File: src/rtl/truth_table_sweeper.sv
// Truth-table sweeper: walks every N_IN-bit input vector in binary order,
// holds each one for HOLD cycles, samples the DUT response on the last hold
// cycle and compares it against the EXPECT table. It reports pass/fail, a
// saturating mismatch count and the first failing vector.
module truth_table_sweeper #(
    parameter int                   N_IN   = 3,
    parameter int                   HOLD   = 2,
    parameter logic [(1<<N_IN)-1:0] EXPECT = 8'b1110_1000,
    parameter int                   ERR_W  = 8
) (
    input  logic              clk,
    input  logic              rst,
    input  logic              start,
    input  logic              abort,
    input  logic              dut_out,
    output logic [N_IN-1:0]   stim,
    output logic              busy,
    output logic              done,
    output logic              pass,
    output logic [ERR_W-1:0]  err_cnt,
    output logic [N_IN-1:0]   first_err_vec,
    output logic              first_err_valid
);

    // hold_cnt only ever reaches HOLD-1; keep at least one bit so HOLD=1 is legal
    localparam int              HC_W      = (HOLD > 1) ? $clog2(HOLD) : 1;
    localparam logic [HC_W-1:0] HOLD_LAST = HC_W'(HOLD - 1);
    localparam logic [N_IN-1:0] STIM_LAST = '1;

    typedef enum logic [1:0] {
        IDLE,
        RUN,
        DONE
    } state_t;

    state_t            state, state_nxt;
    logic [HC_W-1:0]   hold_cnt, hold_cnt_nxt;
    logic [N_IN-1:0]   stim_nxt;
    logic              busy_nxt;
    logic              done_nxt;
    logic              pass_nxt;
    logic [ERR_W-1:0]  err_cnt_nxt;
    logic [N_IN-1:0]   first_err_vec_nxt;
    logic              first_err_valid_nxt;

    logic              sample;
    logic              mismatch;

    assign sample   = (hold_cnt == HOLD_LAST);
    assign mismatch = (dut_out != EXPECT[stim]);

    // State and output registers; rst overrides everything
    always_ff @(posedge clk) begin
        if (rst) begin
            state           <= IDLE;
            hold_cnt        <= '0;
            stim            <= '0;
            busy            <= 1'b0;
            done            <= 1'b0;
            pass            <= 1'b0;
            err_cnt         <= '0;
            first_err_vec   <= '0;
            first_err_valid <= 1'b0;
        end else begin
            state           <= state_nxt;
            hold_cnt        <= hold_cnt_nxt;
            stim            <= stim_nxt;
            busy            <= busy_nxt;
            done            <= done_nxt;
            pass            <= pass_nxt;
            err_cnt         <= err_cnt_nxt;
            first_err_vec   <= first_err_vec_nxt;
            first_err_valid <= first_err_valid_nxt;
        end
    end

    // Next-state and next-output logic; abort takes priority over start
    always_comb begin
        state_nxt           = state;
        hold_cnt_nxt        = hold_cnt;
        stim_nxt            = stim;
        busy_nxt            = busy;
        done_nxt            = done;
        pass_nxt            = pass;
        err_cnt_nxt         = err_cnt;
        first_err_vec_nxt   = first_err_vec;
        first_err_valid_nxt = first_err_valid;

        case (state)
            IDLE, DONE: begin
                if (abort) begin
                    state_nxt = IDLE;
                    done_nxt  = 1'b0;
                    pass_nxt  = 1'b0;
                end else if (start) begin
                    state_nxt           = RUN;
                    stim_nxt            = '0;
                    hold_cnt_nxt        = '0;
                    busy_nxt            = 1'b1;
                    done_nxt            = 1'b0;
                    pass_nxt            = 1'b0;
                    err_cnt_nxt         = '0;
                    first_err_vec_nxt   = '0;
                    first_err_valid_nxt = 1'b0;
                end
            end

            RUN: begin
                if (abort) begin
                    // partial error results are deliberately kept
                    state_nxt    = IDLE;
                    stim_nxt     = '0;
                    hold_cnt_nxt = '0;
                    busy_nxt     = 1'b0;
                    done_nxt     = 1'b0;
                    pass_nxt     = 1'b0;
                end else if (!sample) begin
                    hold_cnt_nxt = hold_cnt + 1'b1;
                end else begin
                    if (mismatch) begin
                        if (err_cnt != '1) begin
                            err_cnt_nxt = err_cnt + 1'b1;
                        end
                        if (!first_err_valid) begin
                            first_err_vec_nxt   = stim;
                            first_err_valid_nxt = 1'b1;
                        end
                    end
                    hold_cnt_nxt = '0;
                    if (stim == STIM_LAST) begin
                        // pass reflects the count including this final sample
                        state_nxt = DONE;
                        stim_nxt  = '0;
                        busy_nxt  = 1'b0;
                        done_nxt  = 1'b1;
                        pass_nxt  = (err_cnt_nxt == '0);
                    end else begin
                        stim_nxt = stim + 1'b1;
                    end
                end
            end

            default: begin
                state_nxt = IDLE;
            end
        endcase
    end

endmodule

File: config.mk
export PLATFORM = sky130hd
export DESIGN_NAME = truth_table_sweeper
export DESIGN_NICKNAME = d
export VERILOG_FILES = /design/src/rtl/truth_table_sweeper.sv
export SDC_FILE = /design/constraint.sdc
export NUM_CORES = 1
export LEC_CHECK = 0
export ABC_AREA = 1
export CORE_UTILIZATION = 49
export DETAILED_ROUTE_END_ITERATION = 12
export PLACE_DENSITY = 0.78
export SLEW_MARGIN = 10
export SYNTH_ARGS = -nofsm -noshare
export SYNTH_HDL_FRONTEND = slang
export SYNTH_SLANG_ARGS = --single-unit
File: constraint.sdc
create_clock -name clk -period 4.1 [get_ports clk]
set_input_delay 0.82 -clock clk [delete_from_list [all_inputs] [get_ports clk]]
set_output_delay 0.82 -clock clk [all_outputs]
set_load 0.02 [all_outputs]
-- Yosys cells after proc, flatten, opt, wreduce, memory -nomap -nowiden
Memory sizes are Yosys's and may differ from the RTL's. A register that Yosys moved wholly into a read port is not among the register bits.
Cells that the tools add are included.
- bits in registers: 21
- latch bits: 0
- memory bits (writable): 0
- ROM bits: 8
- bits of input ports: 5
- output and inout port bits: 18
- logic and storage cells: 94
- memories: 1
- add/subtract/negate cells: 3
- multipliers: 0
- divide/modulo/power cells: 0
- $lt $le $gt $ge: 1
- eq/ne operators: 14
- shift-type cells: 0
- mux-type cells: 54
- bitwise operators: 0
- reduce and logical (&&, ||, !) cells: 12
- memory list (memory ; words ; width ; read ports ; clocked after Yosys merged registers in ; wr ports ; line ; RTL):
    (no name shown) ; 8 ; 1 ; 1 ; 1 ; 0 ; 50 ; assign mismatch = (dut_out != EXPECT[stim]);
- operators with widths (kind ; number):
    $mux W8 ; 9
    $mux W3 ; 11
    $mux W1 ; 20
    $pmux W8 S2 ; 1
    $ne A2 B2 Y1 const B ; 6
    $pmux W3 S2 ; 2
    $mux W2 ; 5
    $pmux W1 S2 ; 5
    $reduce_and A5 Y1 ; 2
    $ne A3 B3 Y1 const B ; 3
    $add A8 B1 Y8 const B ; 1
    $logic_not A8 Y1 ; 1
    $ne A8 B8 Y1 const B ; 1
    $reduce_and A4 Y1 ; 2
    $reduce_and A7 Y1 ; 1
    $reduce_and A3 Y1 ; 2
    $reduce_and A6 Y1 ; 1
    $lt A3 B4 Y1 const B ; 1
    $pmux W2 S2 ; 1
    $add A3 B1 Y3 const B ; 1
    $eq A3 B3 Y1 const B ; 1
    $eq A2 B1 Y1 const B ; 1
    $eq A2 B2 Y1 const B ; 1
    $logic_not A2 Y1 ; 1
    other kinds (4) ; 4

-- Logic depth before layout (Yosys ltp)
Gate-level depths: netlist of run 1.
- depth after elaboration: 12
- mapped depth: 12
- depth with buffers taken out: 12

-- Worst setup path after synthesis of run 1
No wires, ideal clock.
- path kind: input to register
- from: in abort
- to: reg (tool-made name)
- library setup time: 112 ps
- arrival: 1606 ps
- required time: 3988 ps
- setup slack: 2381 ps
- stages on the path: 9
- path buffers: 0
- cell sequence: nor2_2 nand2_1 o21ai_1 inv_2 nor2_1 nand3b_1 inv_1 nand2_1 nand2_1
- RTL lines (item ; line ; RTL):
    from (decl) ; 14 ; input logic abort,

-- Final worst setup path of run 1
- from: reg err_cnt[3]
- to: out err_cnt[3]
- RTL lines (item ; line ; RTL):
    from (decl) ; 20 ; output logic [ERR_W-1:0] err_cnt,
    from (signal assigned) ; 71 ; err_cnt <= err_cnt_nxt;
No word-level cell between the ends.

==> results of run 1 <==
## metal layers
| layer | wire length (um) | vias up | part of all wire (%) |
|---|---|---|---|
| li1 | - | 649 | - |
| met1 | 1360 | 591 | 47 |
| met2 | 1450 | 26 | 50 |
| met3 | 81 | 2 | 2.8 |
| met4 | 17 | 0 | 0.58 |
| met5 | 0 | - | 0 |
## where the power goes
group / switching [mW] / total [mW] / internal (mW)
Clock: 0.0678 / 0.167 / 0.0988
Sequential: 0.00415 / 0.222 / 0.218
Combinational: 0.0343 / 0.0527 / 0.0184
Total: 0.106 / 0.442 / 0.335
## synth_stat cells (all sizes together)
master   n
a21oi   19
o21ai    8
a211oi   1
nor3     1
nand4    3
dfxtp   22
nand3   19
a31oi    1
nor4     1
nand2   61
inv     25
clkbuf   2
nand3b   2
or2      1
nor2    16
xor2     1
ha       3
## area by class of cell
class | instances | area, um^2
Fill cell | 210 | 759
Multi-Input combinational cell | 137 | 696
Sequential cell | 22 | 440
Timing Repair Buffer | 22 | 220
Inverter | 25 | 93.8
Tap cell | 28 | 35.0
Clock inverter | 1 | 30.0
Clock buffer | 3 | 22.5
## worst min-delay path by stage
stage | cells past startpoint | from | to
after floorplan | 2 | hold_cnt$_SDFFE_PP0P_ | state[1]$_SDFFE_PP0P_
after global placement | 2 | done$_SDFFE_PP0P_ | done$_SDFFE_PP0P_
after detailed placement | 2 | done$_SDFFE_PP0P_ | done$_SDFFE_PP0P_
after CTS | 2 | done$_SDFFE_PP0P_ | done$_SDFFE_PP0P_
after global routing | 2 | done$_SDFFE_PP0P_ | done$_SDFFE_PP0P_
final | 2 | done$_SDFFE_PP0P_ | done$_SDFFE_PP0P_
## worst reg2reg max path: stages (launching register included)
cell	delay (ps)
dfxtp_1	460
ha_1	210
nand2_1	110
nor2_2	180
nand2_4	120
nand2_4	90
xor2_2	190
nand2_1	70
nor2_1	90
nand2_1	70
a21oi_2	100
## cell families (layout without fill, tap and decap cells)
family | after synthesis | count (layout)
buf+inv | 27 | 51
flops | 22 | 22
simple gates | 104 | 104
xor+xnor | 1 | 1
fa+ha+maj | 3 | 3
compound gates | 29 | 29
## state kept, by name, indices dropped and copies added, names as in the netlist, named ones only
signal           flops
stim                 3
done                 1
busy                 1
pass                 1
state                2
err_cnt              8
hold_cnt             1
first_err_valid      1
first_err_vec        3
## per-stage QoR
step / cells / utilization, % / hold slack [ps] / cell area [um^2]
after floorplan: 186 / - / 521 / 1240
after global placement: 234 / 64.7 / 449 / 1490
after detailed placement: 234 / 64.7 / 457 / 1490
after CTS: 238 / 66.9 / 474 / 1540
after global routing: 238 / 66.9 / 483 / 1540
final: 238 / 66.9 / 470 / 1540
==> qor.yml, run 1 <==
sta:
  fin_crit_sh_pct: 56.1
  finalHoldViolCount: 0
  rsz0062_at_grt: "false"
  tightest_slew_ps: 769
  fin_tns_setup_ps: 0
  setup_ws_ps: 1800
  slew_headroom_pct: 48.6
  slew_viol_final: 0
  timing.final.crit_period_ps: 2300
  fmax_mhz: 435
  clock_skew_ps: 9.10
  finalSetupViolations: 0
clock_tree:
  root_buffer: "clkbuf_4"
  clkTransAtPathRegs_ps: 130
  cts_hold_buf: 0
  cts_tree: "built"
  cts_num_sinks: 22
  ctsResizeCount: 0
  ctsHtreeMaxLevel: 1
  cts_buffer_depth: 2
  cts_setup_buffers: 0
  cts-buffers-inserted: 3
  clock_latency_ps: 310
grt:
  grt_usage_pct: 24.0
  grt-ovfl-total: 0
  use_met1_pct: 30.4
  grt_antenna_before_repair: 0
  grt_util_met2_pct: 41.7
  grt_pass1_vias: 1136
  grt_max_degree: 21
  grt.busiest_layer: "met2"
  grt_first_pass_wirelength_um: 4910
  grt_use_met3_pct: 3.48
synthesis:
  syn-num-nets: 194
  yosysTopAreaCell: "dfxtp_1"
  synth-seq-cells: 22
  synth_top_family_by_area: "simple AND/OR/NAND/NOR gates"
  synth_cell_type_count: 24
  muxShareOfSynthArea_pct: 0
  synth-simple-area-share_pct: 39.5
  synth_compound_area_share_pct: 12.3
  synthXorXnorAreaFrac_pct: 1.31
  syn_inst: 186
  syn_area_um2: 1240
  ys_warn_count: 0
  avgSynthCellArea_um2: 6.65
  synth_area_leaders: "dfxtp_1, nand2_1, nand3_1"
  ys_seq_area_share_pct: 35.6
  synth_top_area_share_pct: 35.6
  synthAdderAreaFrac_pct: 3.03
die:
  dieHeight_um: 52.3
  start_util_pct: 53.9
  die-area_um2: 2730
  ioPinCount: 23
  die_width_um: 52.3
  rows: 17
  core_area_um2: 2300
critical_path:
  crit_type: "flop to primary output"
  cp_slowest_cell: "clkdlybuf4s50_1"
  reg2reg_depth: 10
  end_kind: "primary output"
  cp_data_required_time_ps: 3280
  cpPeakStageDelay_ps: 660
  worstReg2RegStart: "err_cnt[0]$_SDFFE_PP0P_"
  regToRegEndpoint: "pass$_SDFFE_PP0P_"
  critical_path.top_delay_family: "buffers and inverters"
  cp_cell_sequence: "clkdlybuf4s50_1"
  reg2reg_setup_slack_ps: 2340
  crit_end: "err_cnt[3]"
  worstPathArrival_ps: 1480
  path_buf_inv: 1
  critPathLaunchType: "flop"
  startpoint: "err_cnt[3]$_SDFFE_PP0P_"
  cp_max_fo: 7
  worst-path-stages: 1
finish:
  most-common-layout-cells: "nand2_1, dfxtp_1, clkdlybuf4s50_1"
  area_growth_pct: 24.3
  final_common_cell: "nand2_1"
  drive_gt1_share_pct: 8.57
  n_antenna_cell: 0
  fin_nets: 219
drt:
  dr.pass1.iters: 4
  drtIter0Drc: 32
  drc_errors: 0
  routed_via_density: 5.33
  drt-total-wl_um: 2910
  num_vias: 1268
  wl_per_cell_um: 12.2
  drtAntennaViolNets: 0
placement:
  io_buffers: 22
  place_congestion: 0.874
  place_ws_ps: 1480
  dp_hpwl_um: 2190
worst_hold_path:
  hold_path.class: "flop to flop"
power_and_ir_drop:
  power.density_nw_per_um2: 287
  total_power_mw: 0.442
  peakVddDrop_mv: 0.241
  power_leakage_nw: 0.685
job:
  drv_cap: 0
status:
  status: "finished clean"
Power figures use the tool's default switching activity.
==> run 2: changes to the inputs <==
--- a/config.mk
+++ b/config.mk
@@ -6,9 +6,9 @@
 export NUM_CORES = 1
 export LEC_CHECK = 0
 export ABC_AREA = 1
-export CORE_UTILIZATION = 49
+export CORE_UTILIZATION = 46
 export DETAILED_ROUTE_END_ITERATION = 12
-export PLACE_DENSITY = 0.78
+export PLACE_DENSITY = 0.77
 export SLEW_MARGIN = 10
 export SYNTH_ARGS = -nofsm -noshare
 export SYNTH_HDL_FRONTEND = slang
==> constraint.sdc (replaced) <==
create_clock -name clk -period 2.1 [get_ports clk]
set_input_delay 0.42 -clock clk [delete_from_list [all_inputs] [get_ports clk]]
set_output_delay 0.42 -clock clk [all_outputs]
set_load 0.02 [all_outputs]
==> run 2 against run 1 <==
Against the previous run: clock power up 42%; global-route usage down 1.0 points; via count up 0.63%; total power up 76%; highest routed layer unchanged; non-clock buffer count up 4; worst setup slack worse by 1600 ps; sequential share of layout area down 0.30 points; critical path depth unchanged.
==> qor.yml, run 2 (synthesis results as in run 1) <==
drt:
  drt-total-wl_um: 2900
  num_vias: 1276
  wl_per_cell_um: 11.9
  drc_errors: 0
  routed_via_density: 5.23
  drtAntennaViolNets: 0
  dr.pass1.iters: 4
  drtIter0Drc: 35
critical_path:
  end_kind: "primary output"
  cp_max_fo: 5
  worstPathArrival_ps: 1460
  critPathLaunchType: "flop"
  cp_slowest_cell: "clkdlybuf4s50_1"
  path_buf_inv: 1
  crit_type: "flop to primary output"
  worst-path-stages: 1
  cp_cell_sequence: "clkdlybuf4s50_1"
  cpPeakStageDelay_ps: 660
  cp_data_required_time_ps: 1680
  critical_path.top_delay_family: "buffers and inverters"
  reg2reg_depth: 10
power_and_ir_drop:
  power.net_switching_mw: 0.205
  peakVddDrop_mv: 0.392
  power_leakage_nw: 0.698
  power.density_nw_per_um2: 500
  power_frac_seq_pct: 55.8
  p_int_mw: 0.571
  swShare_pct: 26.4
  comb_power_share_pct: 13.6
  pwr-share-clk_pct: 30.6
placement:
  dp_hpwl_um: 2290
  io_buffers: 22
  place_ws_ps: 59.3
  place_congestion: 0.916
die:
  die_width_um: 53.9
  start_util_pct: 49.5
  core_area_um2: 2500
  rows: 18
  ioPinCount: 23
  die-area_um2: 2900
  dieHeight_um: 53.9
grt:
  grt_antenna_before_repair: 0
  grt_pass1_vias: 1192
  grt_max_degree: 13
  grt_first_pass_wirelength_um: 4780
  grt_usage_pct: 23.0
  grt-ovfl-total: 0
finish:
  largest_reg_flops: 8
  most-common-layout-cells: "nand2_1, dfxtp_1, clkdlybuf4s50_1"
  area_growth_pct: 25.6
  final_common_cell: "nand2_1"
  fin_nets: 223
  regMostFlops: "err_cnt"
  postLayoutCoreUtil_pct: 62.2
  drive_gt1_share_pct: 10.3
  biggestRegsByFlops: "err_cnt (8), first_err_vec (3), stim (3)"
  n_antenna_cell: 0
sta:
  finalHoldViolCount: 0
  slew_headroom_pct: 70.2
  slew_viol_final: 0
  rsz0062_at_grt: "false"
  clock_skew_ps: 9.76
  setup_ws_ps: 222
  timing.final.crit_period_ps: 1880
  fin_crit_sh_pct: 89.4
  fin_tns_setup_ps: 0
  tightest_slew_ps: 446
  finalSetupViolations: 0
  fmax_mhz: 532
clock_tree:
  cts_hold_buf: 0
  cts_setup_buffers: 0
  ctsResizeCount: 0
  root_buffer: "clkbuf_4"
  ctsHtreeMaxLevel: 1
  cts_num_sinks: 22
  clock_latency_ps: 310
  cts-buffers-inserted: 3
  cts_buffer_depth: 2
  clkTransAtPathRegs_ps: 130
  cts_tree: "built"
status:
  status: "finished clean"
worst_hold_path:
  hold_depth: 2
  hold_path.class: "flop to flop"
job:
  drv_cap: 0
run 2: changes by cell type in the layout (fill, tap and decap cells not counted), sizes merged:
cell / previous run / this run
buf: 0 / 4
bufinv: 1 / 0
clkbuf: 3 / 4
run 2: power by group through the flow:
| stage | sequential, mW | combinational, mW | clock [mW] |
|---|---|---|---|
| after floorplan | 0.448 | 0.0604 | 0 |
| after global placement | 0.442 | 0.102 | 0 |
| after detailed placement | 0.443 | 0.105 | 0 |
| after CTS | 0.433 | 0.105 | 0.243 |
| after global routing | 0.434 | 0.117 | 0.259 |
| final | 0.433 | 0.106 | 0.237 |
run 2: area by class of cell:
class,instances,area (um^2)
Multi-Input combinational cell,137,696
Sequential cell,22,440
Inverter,25,93.8
Timing Repair Buffer,26,250
Tap cell,30,37.5
Clock buffer,4,36.3
Fill cell,242,946
run 2: metal layers:
layer  global-route usage, %  share of wire, %  vias up
li1                        -                 -      657
met1                    25.9                45      585
met2                    41.2                51       29
met3                    4.24               2.9        5
met4                    11.0               1.3        0
met5                       0                 0        -
run 2: path summary, 6_finish.rpt:
path	start	end	slack, ps
min reg2reg	first_err_vec[1]$_SDFFE_PP0P_	first_err_vec[1]$_SDFFE_PP0P_	480
max	err_cnt[0]$_SDFFE_PP0P_	err_cnt[0]	220
max reg2reg	err_cnt[0]$_SDFFE_PP0P_	pass$_SDFFE_PP0P_	310
min	first_err_vec[1]$_SDFFE_PP0P_	first_err_vec[1]$_SDFFE_PP0P_	480
run 2: metrics by stage:
stage          std cells  cell area, um^2  total power [mW]  hold slack (ps)
3_3_place_gp         240             1520             0.544              451
4_1_cts              244             1550             0.781              477
6_report             244             1550             0.777              477
2_1_floorplan        186             1240             0.508              521
3_5_place_dp         240             1520             0.547              458
5_1_grt              244             1550             0.811              490
==> run 3: changes to the inputs <==
--- a/config.mk
+++ b/config.mk
@@ -8,8 +8,10 @@
 export ABC_AREA = 1
 export CORE_UTILIZATION = 46
 export DETAILED_ROUTE_END_ITERATION = 12
+export GPL_ROUTABILITY_DRIVEN = 0
 export PLACE_DENSITY = 0.77
 export SLEW_MARGIN = 10
 export SYNTH_ARGS = -nofsm -noshare
 export SYNTH_HDL_FRONTEND = slang
 export SYNTH_SLANG_ARGS = --single-unit
+export TNS_END_PERCENT = 50
==> results of run 3 <==
Same layout as run 2: the final DEF is identical, and so are final timing and power.
